==> src/rtl/instr_fmt_pkg.sv <==
// Shared RV32I format/opcode constants for the encode loader and the decode datapath.
package instr_fmt_pkg;

    localparam int unsigned XLEN = 32;

    typedef enum logic [2:0] {
        FMT_R = 3'd0,
        FMT_I = 3'd1,
        FMT_S = 3'd2,
        FMT_B = 3'd3,
        FMT_U = 3'd4,
        FMT_J = 3'd5
    } fmt_e;

    localparam logic [6:0] OP_LUI    = 7'b0110111;
    localparam logic [6:0] OP_AUIPC  = 7'b0010111;
    localparam logic [6:0] OP_JAL    = 7'b1101111;
    localparam logic [6:0] OP_JALR   = 7'b1100111;
    localparam logic [6:0] OP_BRANCH = 7'b1100011;
    localparam logic [6:0] OP_LOAD   = 7'b0000011;
    localparam logic [6:0] OP_STORE  = 7'b0100011;
    localparam logic [6:0] OP_IMM    = 7'b0010011;
    localparam logic [6:0] OP_REG    = 7'b0110011;

    // addi x0, x0, 0
    localparam logic [XLEN-1:0] NOP_INSTR = 32'h0000_0013;

    typedef enum logic [1:0] {
        ST_IDLE  = 2'd0,
        ST_RUN   = 2'd1,
        ST_FLUSH = 2'd2,
        ST_DONE  = 2'd3
    } load_state_e;

    // True when v is representable as a 'bits'-wide two's-complement value.
    function automatic logic fits_signed(input logic [XLEN-1:0] v, input int unsigned bits);
        logic [XLEN-1:0] hi;
        hi = XLEN'($signed(v) >>> (bits - 1));
        return (hi == '0) || (hi == '1);
    endfunction

endpackage

==> src/rtl/imm_scatter.sv <==
// Combinational packer: decoded fields -> RV32I instruction word, plus immediate range flag.
// Range flag logic exists only when ENCODER_RANGE_CHECK_EN is defined; otherwise it is tied 0.
module imm_scatter
    import instr_fmt_pkg::*;
#(
    parameter logic [31:0] NOP_WORD = NOP_INSTR
) (
    input  logic [2:0]  fmt_i,
    input  logic [6:0]  op_i,
    input  logic [4:0]  rd_i,
    input  logic [4:0]  rs1_i,
    input  logic [4:0]  rs2_i,
    input  logic [2:0]  funct3_i,
    input  logic [6:0]  funct7_i,
    input  logic [31:0] imm_i,
    output logic [31:0] word_c_o,
    output logic        range_err_c_o
);

    logic [31:0] word;
    logic        range_err;

    always_comb begin
        word = NOP_WORD;
        case (fmt_i)
            FMT_R: word = {funct7_i, rs2_i, rs1_i, funct3_i, rd_i, op_i};
            FMT_I: word = {imm_i[11:0], rs1_i, funct3_i, rd_i, op_i};
            FMT_S: word = {imm_i[11:5], rs2_i, rs1_i, funct3_i, imm_i[4:0], op_i};
            FMT_B: word = {imm_i[12], imm_i[10:5], rs2_i, rs1_i, funct3_i,
                           imm_i[4:1], imm_i[11], op_i};
            FMT_U: word = {imm_i[31:12], rd_i, op_i};
            FMT_J: word = {imm_i[20], imm_i[10:1], imm_i[11], imm_i[19:12], rd_i, op_i};
            default: word = NOP_WORD;
        endcase
    end

`ifdef ENCODER_RANGE_CHECK_EN
    // Flag immediates that lose information when truncated into the format's slots.
    always_comb begin
        range_err = 1'b0;
        case (fmt_i)
            FMT_R:        range_err = 1'b0;
            FMT_I, FMT_S: range_err = !fits_signed(imm_i, 12);
            FMT_B:        range_err = !fits_signed(imm_i, 13) || imm_i[0];
            FMT_J:        range_err = !fits_signed(imm_i, 21) || imm_i[0];
            FMT_U:        range_err = (imm_i[11:0] != 12'd0);
            default:      range_err = 1'b1;
        endcase
    end
`else
    assign range_err = 1'b0;
`endif

    assign word_c_o      = word;
    assign range_err_c_o = range_err;

endmodule

==> src/rtl/instr_encode_loader.sv <==
// Boot/test loader: encodes field bundles into RV32I words and streams them into instruction memory.
// Optional immediate range checking is enabled by defining ENCODER_RANGE_CHECK_EN.
module instr_encode_loader
    import instr_fmt_pkg::*;
#(
    parameter int unsigned DEPTH_WORDS = 64,
    parameter logic [31:0] NOP_WORD    = NOP_INSTR,
    localparam int unsigned CNT_W      = $clog2(DEPTH_WORDS + 1)
) (
    input  logic             clk,
    input  logic             reset,
    input  logic             start_i,
    input  logic [31:0]      base_addr_i,
    input  logic             valid_i,
    output logic             ready_o,
    input  logic             last_i,
    input  logic [2:0]       format_i,
    input  logic [6:0]       op_i,
    input  logic [4:0]       rd_i,
    input  logic [4:0]       rs1_i,
    input  logic [4:0]       rs2_i,
    input  logic [2:0]       funct3_i,
    input  logic [6:0]       funct7_i,
    input  logic [31:0]      imm_i,
    output logic             mem_we_o,
    output logic [31:0]      mem_addr_o,
    output logic [31:0]      mem_data_o,
    output logic [CNT_W-1:0] count_o,
    output logic             busy_o,
    output logic             done_o,
    output logic             overflow_o,
    output logic             error_o
);

    load_state_e      state_q, state_d;
    logic [31:0]      addr_q, addr_d;
    logic [CNT_W-1:0] count_q, count_d;
    logic             overflow_q, overflow_d;
    logic             error_q, error_d;
    logic             mem_we_q, mem_we_d;
    logic [31:0]      mem_addr_q, mem_addr_d;
    logic [31:0]      mem_data_q, mem_data_d;
    logic             ready_q, ready_d;
    logic             busy_q, busy_d;
    logic             done_q, done_d;

    logic [31:0]      word_c;
    logic             range_err_c;

    imm_scatter #(
        .NOP_WORD (NOP_WORD)
    ) u_imm_scatter (
        .fmt_i         (format_i),
        .op_i          (op_i),
        .rd_i          (rd_i),
        .rs1_i         (rs1_i),
        .rs2_i         (rs2_i),
        .funct3_i      (funct3_i),
        .funct7_i      (funct7_i),
        .imm_i         (imm_i),
        .word_c_o      (word_c),
        .range_err_c_o (range_err_c)
    );

    always_ff @(posedge clk) begin
        if (reset) begin
            state_q    <= ST_IDLE;
            addr_q     <= '0;
            count_q    <= '0;
            overflow_q <= 1'b0;
            error_q    <= 1'b0;
            mem_we_q   <= 1'b0;
            mem_addr_q <= '0;
            mem_data_q <= '0;
            ready_q    <= 1'b0;
            busy_q     <= 1'b0;
            done_q     <= 1'b0;
        end else begin
            state_q    <= state_d;
            addr_q     <= addr_d;
            count_q    <= count_d;
            overflow_q <= overflow_d;
            error_q    <= error_d;
            mem_we_q   <= mem_we_d;
            mem_addr_q <= mem_addr_d;
            mem_data_q <= mem_data_d;
            ready_q    <= ready_d;
            busy_q     <= busy_d;
            done_q     <= done_d;
        end
    end

    // count_q tracks accepted bundles, so the full condition is known at the accepting edge.
    always_comb begin
        state_d    = state_q;
        addr_d     = addr_q;
        count_d    = count_q;
        overflow_d = overflow_q;
        error_d    = error_q;
        mem_we_d   = 1'b0;
        mem_addr_d = mem_addr_q;
        mem_data_d = mem_data_q;

        case (state_q)
            ST_IDLE: begin
                if (start_i) begin
                    state_d    = ST_RUN;
                    addr_d     = {base_addr_i[31:2], 2'b00};
                    count_d    = '0;
                    overflow_d = 1'b0;
                    error_d    = 1'b0;
                end
            end
            ST_RUN: begin
                if (valid_i && ready_q) begin
                    mem_we_d   = 1'b1;
                    mem_addr_d = addr_q;
                    mem_data_d = word_c;
                    addr_d     = addr_q + 32'd4;
                    count_d    = count_q + CNT_W'(1);
                    error_d    = error_q | range_err_c;
                    if (last_i) begin
                        state_d = ST_FLUSH;
                    end else if (count_d == CNT_W'(DEPTH_WORDS)) begin
                        state_d    = ST_FLUSH;
                        overflow_d = 1'b1;
                    end
                end
            end
            ST_FLUSH: state_d = ST_DONE;
            ST_DONE:  state_d = ST_IDLE;
            default:  state_d = ST_IDLE;
        endcase

        ready_d = (state_d == ST_RUN);
        busy_d  = (state_d != ST_IDLE);
        done_d  = (state_d == ST_DONE);
    end

    assign ready_o    = ready_q;
    assign mem_we_o   = mem_we_q;
    assign mem_addr_o = mem_addr_q;
    assign mem_data_o = mem_data_q;
    assign count_o    = count_q;
    assign busy_o     = busy_q;
    assign done_o     = done_q;
    assign overflow_o = overflow_q;
    assign error_o    = error_q;

endmodule

==> config.mk <==
export PLATFORM = sky130hd
export DESIGN_NAME = instr_encode_loader
export DESIGN_NICKNAME = d
export VERILOG_FILES = /design/src/rtl/instr_fmt_pkg.sv /design/src/rtl/imm_scatter.sv /design/src/rtl/instr_encode_loader.sv
export SDC_FILE = /design/constraint.sdc
export NUM_CORES = 1
export LEC_CHECK = 0
export CAP_MARGIN = 10
export CORE_MARGIN = 8
export CORE_UTILIZATION = 51
export CTS_BUF_LIST = sky130_fd_sc_hd__clkbuf_4
export CTS_CLUSTER_DIAMETER = 30
export DETAILED_ROUTE_END_ITERATION = 12
export HOLD_SLACK_MARGIN = 0.08
export PLACE_DENSITY = 0.95
export SYNTH_ARGS = -nofsm -noshare
export SYNTH_HDL_FRONTEND = slang
export SYNTH_SLANG_ARGS = --single-unit
==> constraint.sdc <==
create_clock -name clk -period 3.9 [get_ports clk]
set_clock_uncertainty 0.15 [all_clocks]
set_input_delay 0.78 -clock clk [delete_from_list [all_inputs] [get_ports clk]]
set_output_delay 0.78 -clock clk [all_outputs]
set_load 0.02 [all_outputs]
==> results of run 1 <==
-- cell usage in the layout, fill, tap and decap left out, types with 5 or more instances in the layout --
master / count
a211oi_1: 10
a22o_1: 12
clkbuf_4: 10
o211ai_1: 10
a21oi_1: 71
and2_1: 5
o311ai_0: 6
a311oi_1: 5
a22oi_1: 7
clkdlybuf4s50_1: 174
nor2_1: 51
nand2_1: 99
dfxtp_1: 106
and3_1: 10
inv_1: 11
nand3b_1: 8
a221oi_1: 18
or3_1: 8
nor3_1: 27
nand4_1: 10
nand3_1: 27
o21ai_0: 17
buf_4: 13
nor4_1: 7
nor3b_1: 6
-- worst max-delay path by stage --
stage / from / to / slack (ns)
detailed placement: start_i / addr_q[14]$_SDFFE_PP0P_ / 0.65
global placement: start_i / addr_q[24]$_SDFFE_PP0P_ / 0.73
finish: start_i / addr_q[14]$_SDFFE_PP0P_ / 1.05
floorplan: reset / addr_q[23]$_SDFFE_PP0P_ / 1.48
global route: start_i / addr_q[14]$_SDFFE_PP0P_ / 0.95
CTS: start_i / addr_q[14]$_SDFFE_PP0P_ / 1.12
-- registers in the layout, indices dropped and copies added, names as in the netlist --
name	cells
mem_addr_o	30
overflow_o	1
ready_o	1
done_o	1
count_o	7
addr_q	30
mem_data_o	32
busy_o	1
state_q	2
mem_we_o	1
-- final cells by class --
cell class / instances / area share
multi-input combinational: 498 / 0.403
sequential: 106 / 0.294
tap: 136 / 0.0235
antenna: 1 / 0.000346
clock buffer: 10 / 0.0104
timing repair buffer: 187 / 0.254
inverter: 12 / 0.00623
clock inverter: 5 / 0.00900
-- layer usage --
layer  GRT usage  vias up  share of wire
li1            -     2775              -
met1       0.291     2765           0.39
met2       0.407      337           0.49
met3      0.0495       59          0.082
met4       0.109        0          0.036
met5           0        -              0
-- report_power, final --
part	switching (mW)	internal (mW)	total [mW]
Combinational	0.209	0.205	0.413
Sequential	0.0590	1.13	1.19
Clock	0.365	0.205	0.570
-- cells by family (layout without fill, tap and decap cells) --
group           after synthesis  in the layout
flops                       106            106
mux                           6              6
xor+xnor                      2              2
compound gates              201            201
simple gates                284            284
fa+ha+maj                     2              2
other cells                   1              4
buf+inv                      76            214
-- stage by stage --
stage,hold WS (ns),std cells
after detailed placement,0.292,939
after floorplan,0.309,680
after global routing,0.333,955
after global placement,0.290,939
final,0.311,955
after CTS,0.312,954
-- critical path: stages --
cell             delay [ns]
clkdlybuf4s50_1        0.51
or3b_2                 0.66
nand2_1                0.52
a21oi_1                0.12
a2111oi_0              0.42
==> metrics.cfg, run 1 <==
[power_and_ir_drop]
vdd.ir_drop.worst_mv=0.197
powerDensity_nw_per_um2=300
p_leak_nw=2.38
p_total_mw=2.17

[clocking]
cts_inserted_buffers=9
cts_resized=0
clk_pin_slew_ns=0.16
cts_setup_buffers=0
htree_levels=3
ctsHoldBuffers=0
cts_root_buffer=clkbuf_4
clock_path_buffers=2
cts_num_sinks=106
cts_tree=yes
clk_latency_ns=0.45

[setup_path]
worst-path-max-fanout=16
critPathRequiredTime_ns=4.07
cp.arrival_ns=3.02
criticalPathCategory=input port to register
rr_worst_depth=4
r2r-end=addr_q[14]$_SDFFE_PP0P_
r2r_start=state_q[0]$_SDFF_PP0_
cp-end-kind=register
r2r_slack_ns=1.40
cp-start-kind=input port

[route]
firstDrtPassIters=6
routedWlPerCell_um=18.7
ant_nets=0
vias=5936
drc=0
drt_wl_total_mm=17.9
drt-initial-drc-count=609
viasPerCell=6.22

[logic_synthesis]
yosysSeqAreaShare=0.398
synth_compound_area_frac=0.257
synth_seq_cells=106
synth.area.mux_share=0.0117
async_reset_ff_frac=0
synth_top_area_cell=dfxtp_1
synth_warnings=0
synthTopCellsByArea=dfxtp_1 40%, nand2_1 7.0%, a21oi_1 6.7%
synth_edf_count=0
ys_types=68
yosys.area_share.simple=0.267
synth_area_um2=5330
synth_top_area_share=0.398
avgSynthCellArea_um2=7.85
syn_inst=678
synth_common_cells=106 x dfxtp_1, 99 x nand2_1, 71 x a21oi_1
synth_fa_ha_area_frac=0.00470
synth.most_common_cell=dfxtp_1
synth_xor_area_frac=0.00329
synth_top_family_by_area=simple AND/OR/NAND/NOR gates
synth-main-ff-cell=dfxtp_1

[finish]
fin_nets=920
post-route-util=0.707
multiInputGateArea_um2=2910
seq_area_um2=2120
fillCellCount=793
drive_gt1_frac=0.0501
syn_to_final_growth_pct=35.8
final_area_um2=7230

[floorplanning]
fp.dieArea_um2=14000
initial_core_util=0.520
row_count=37
die_x_um=118
chipHeight_um=118
coreArea_um2=10200
ios=181

[global_routing]
grt_usage=0.241
antenna_found_initial=1
grt_pass1_vias=5721
grt_pass1_wl_mm=28.5
grt_max_degree=83
grt_remaining_overflow=0

[place]
dp_hpwl_mm=12.8
pre_cts_ws_ns=0.653
io_buffers=175
place_congestion=0.909
dpl_cell_area_um2=7090

[timing]
max_slew_margin=0.402
worst_pin_slew_ns=0.898
timing_hold_violations_final=0
rsz0062_at_grt=false
setup_tns_ns=0
setup_viol=0
clock.fmax_mhz=350
fin_crit_ns=2.85
fin_crit_sh=0.732
finalMaxSlewViolations=0
layout_setup_ws_ns=1.05

[run_status]
status=finished clean

[flow_run]
drv_cap=0

[worst_hold_path]
min_from=mem_data_o[21]$_SDFFE_PP0P_
hold_depth=2
worstHoldEndpoint=mem_data_o[21]$_SDFFE_PP0P_
min_path_type=register to register

Power figures use the tool's default switching activity.
==> inputs of run 2 (changes only) <==
--- a/config.mk
+++ b/config.mk
@@ -7,12 +7,12 @@
 export LEC_CHECK = 0
 export CAP_MARGIN = 10
 export CORE_MARGIN = 8
-export CORE_UTILIZATION = 51
+export CORE_UTILIZATION = 43
 export CTS_BUF_LIST = sky130_fd_sc_hd__clkbuf_4
 export CTS_CLUSTER_DIAMETER = 30
 export DETAILED_ROUTE_END_ITERATION = 12
 export HOLD_SLACK_MARGIN = 0.08
-export PLACE_DENSITY = 0.95
+export PLACE_DENSITY = 0.91
 export SYNTH_ARGS = -nofsm -noshare
 export SYNTH_HDL_FRONTEND = slang
 export SYNTH_SLANG_ARGS = --single-unit
==> constraint.sdc (replaced) <==
create_clock -name clk -period 2.54 [get_ports clk]
set_clock_uncertainty 0.15 [all_clocks]
set_input_delay 0.508 -clock clk [delete_from_list [all_inputs] [get_ports clk]]
set_output_delay 0.508 -clock clk [all_outputs]
set_load 0.02 [all_outputs]
==> metrics.cfg, run 2 (same netlist as run 1, synthesis figures left out) <==
[power_and_ir_drop]
p_leak_nw=2.53
powerDensity_nw_per_um2=444
pwr-share-comb=0.203
internal-power_mw=2.39
pwr-share-seq=0.545
swShare=0.283
p_clk_frac=0.252
switching_power_mw=0.944
vdd.ir_drop.worst_mv=0.256

[timing]
rsz0062_at_grt=false
worst_pin_slew_ns=0.697
max_slew_margin=0.534
clock.fmax_mhz=438
timing_hold_violations_final=0
fin_crit_ns=2.28
setup_tns_ns=0
setup_viol=0
finalMaxSlewViolations=0
fin_crit_sh=0.899

[floorplanning]
ios=181
chipHeight_um=127
initial_core_util=0.441
fp.dieArea_um2=16200
die_x_um=127
coreArea_um2=12100
row_count=40

[finish]
layout_commonest_cell=clkdlybuf4s50_1
syn_to_final_growth_pct=41.1
fillCellCount=1061
largest_reg_flops=32
final_cell_mix=174 x clkdlybuf4s50_1, 106 x dfxtp_1, 99 x nand2_1, 71 x a21oi_1, 51 x nor2_1
fin_nets=948
drive_gt1_frac=0.0805
post-route-util=0.623

[route]
vias=5925
drc=0
ant_nets=0
drt-initial-drc-count=605
firstDrtPassIters=5
drt_wl_total_mm=17.9
routedWlPerCell_um=17.6
viasPerCell=5.84

[clocking]
htree_levels=3
cts_num_sinks=106
cts_resized=0
clk_latency_ns=0.45
cts_inserted_buffers=9
cts_setup_buffers=0
clock_path_buffers=2
ctsHoldBuffers=0
clk_pin_slew_ns=0.15
cts_root_buffer=clkbuf_4
cts_tree=yes

[global_routing]
grt_remaining_overflow=0
grt_max_degree=99
antenna_found_initial=1
grt_usage=0.214
grt_pass1_vias=5680
grt_pass1_wl_mm=28.6

[setup_path]
criticalPathCategory=register to primary output
worst-path-max-fanout=9
critPathRequiredTime_ns=1.88
crit_path_max_incr_delay_ns=0.67
cp-end-kind=primary output
crit_cells=1
cp.arrival_ns=1.63
rr_worst_depth=4
cp-start-kind=register
critPathTopFamily=buffers and inverters
cp_cell_sequence=clkdlybuf4s50_1
cp_num_buf_inv=1
crit_slowest_cell=clkdlybuf4s50_1

[worst_hold_path]
hold_depth=2
min_path_type=input port to register

[place]
place_congestion=0.889
dp_hpwl_mm=13.1
io_buffers=175

[flow_run]
drv_cap=0

[run_status]
status=finished clean

## run 2: changes by cell type in the layout (fill, tap and decap cells not counted), sizes merged
| cell | change |
|---|---|
| buf | +28 |
| clkbuf | +1 |
| clkinvlp | -1 |
| inv | -1 |
## run 2: power by group through the flow
| stage | clock network [mW] | registers [mW] | logic (mW) |
|---|---|---|---|
| after detailed placement | 0 | 1.85 | 0.669 |
| final | 0.841 | 1.82 | 0.677 |
| after floorplan | 0 | 1.84 | 0.328 |
| after CTS | 0.864 | 1.81 | 0.671 |
| after global routing | 0.926 | 1.83 | 0.731 |
| after global placement | 0 | 1.85 | 0.657 |
## run 2: through the flow
step | power, mW | worst slack, ns | std cells | instance area [um2] | hold WS, ns
after detailed placement | 2.52 | -0.0381 | 999 | 7390 | 0.296
after global routing | 3.49 | 0.142 | 1014 | 7510 | 0.159
final | 3.33 | 0.256 | 1014 | 7510 | 0.171
after global placement | 2.50 | -0.00937 | 999 | 7390 | 0.289
after floorplan | 2.17 | 0.392 | 680 | 5330 | 0.309
after CTS | 3.35 | 0.238 | 1013 | 7510 | 0.152
## run 2: area by class of cell
cell class	instances	area, um2	area share
Sequential cell	106	2120	0.282
Clock buffer	11	82.6	0.0110
Multi-Input combinational cell	498	2910	0.387
Tap cell	168	210	0.0280
Clock inverter	3	42.5	0.00566
Antenna cell	1	2.50	0.000333
Inverter	12	45.0	0.00599
Timing Repair Buffer	215	2100	0.279
## run 2: metal layers
metal | GRT usage | share of wire | vias to the layer above
li1 | - | - | 2830
met1 | 0.274 | 0.42 | 2824
met2 | 0.364 | 0.49 | 248
met3 | 0.0287 | 0.066 | 23
met4 | 0.0707 | 0.017 | 0
met5 | 0 | 0 | -
## run 2: final timing paths
check	start	endpoint	slack [ns]
max	count_o[3]$_SDFFE_PP0P_	count_o[3]	0.26
min	reset	state_q[0]$_SDFF_PP0_	0.17
max reg2reg	addr_q[7]$_SDFFE_PP0P_	addr_q[29]$_SDFFE_PP0P_	0.33
min reg2reg	mem_addr_o[8]$_SDFFE_PP0P_	mem_addr_o[8]$_SDFFE_PP0P_	0.31
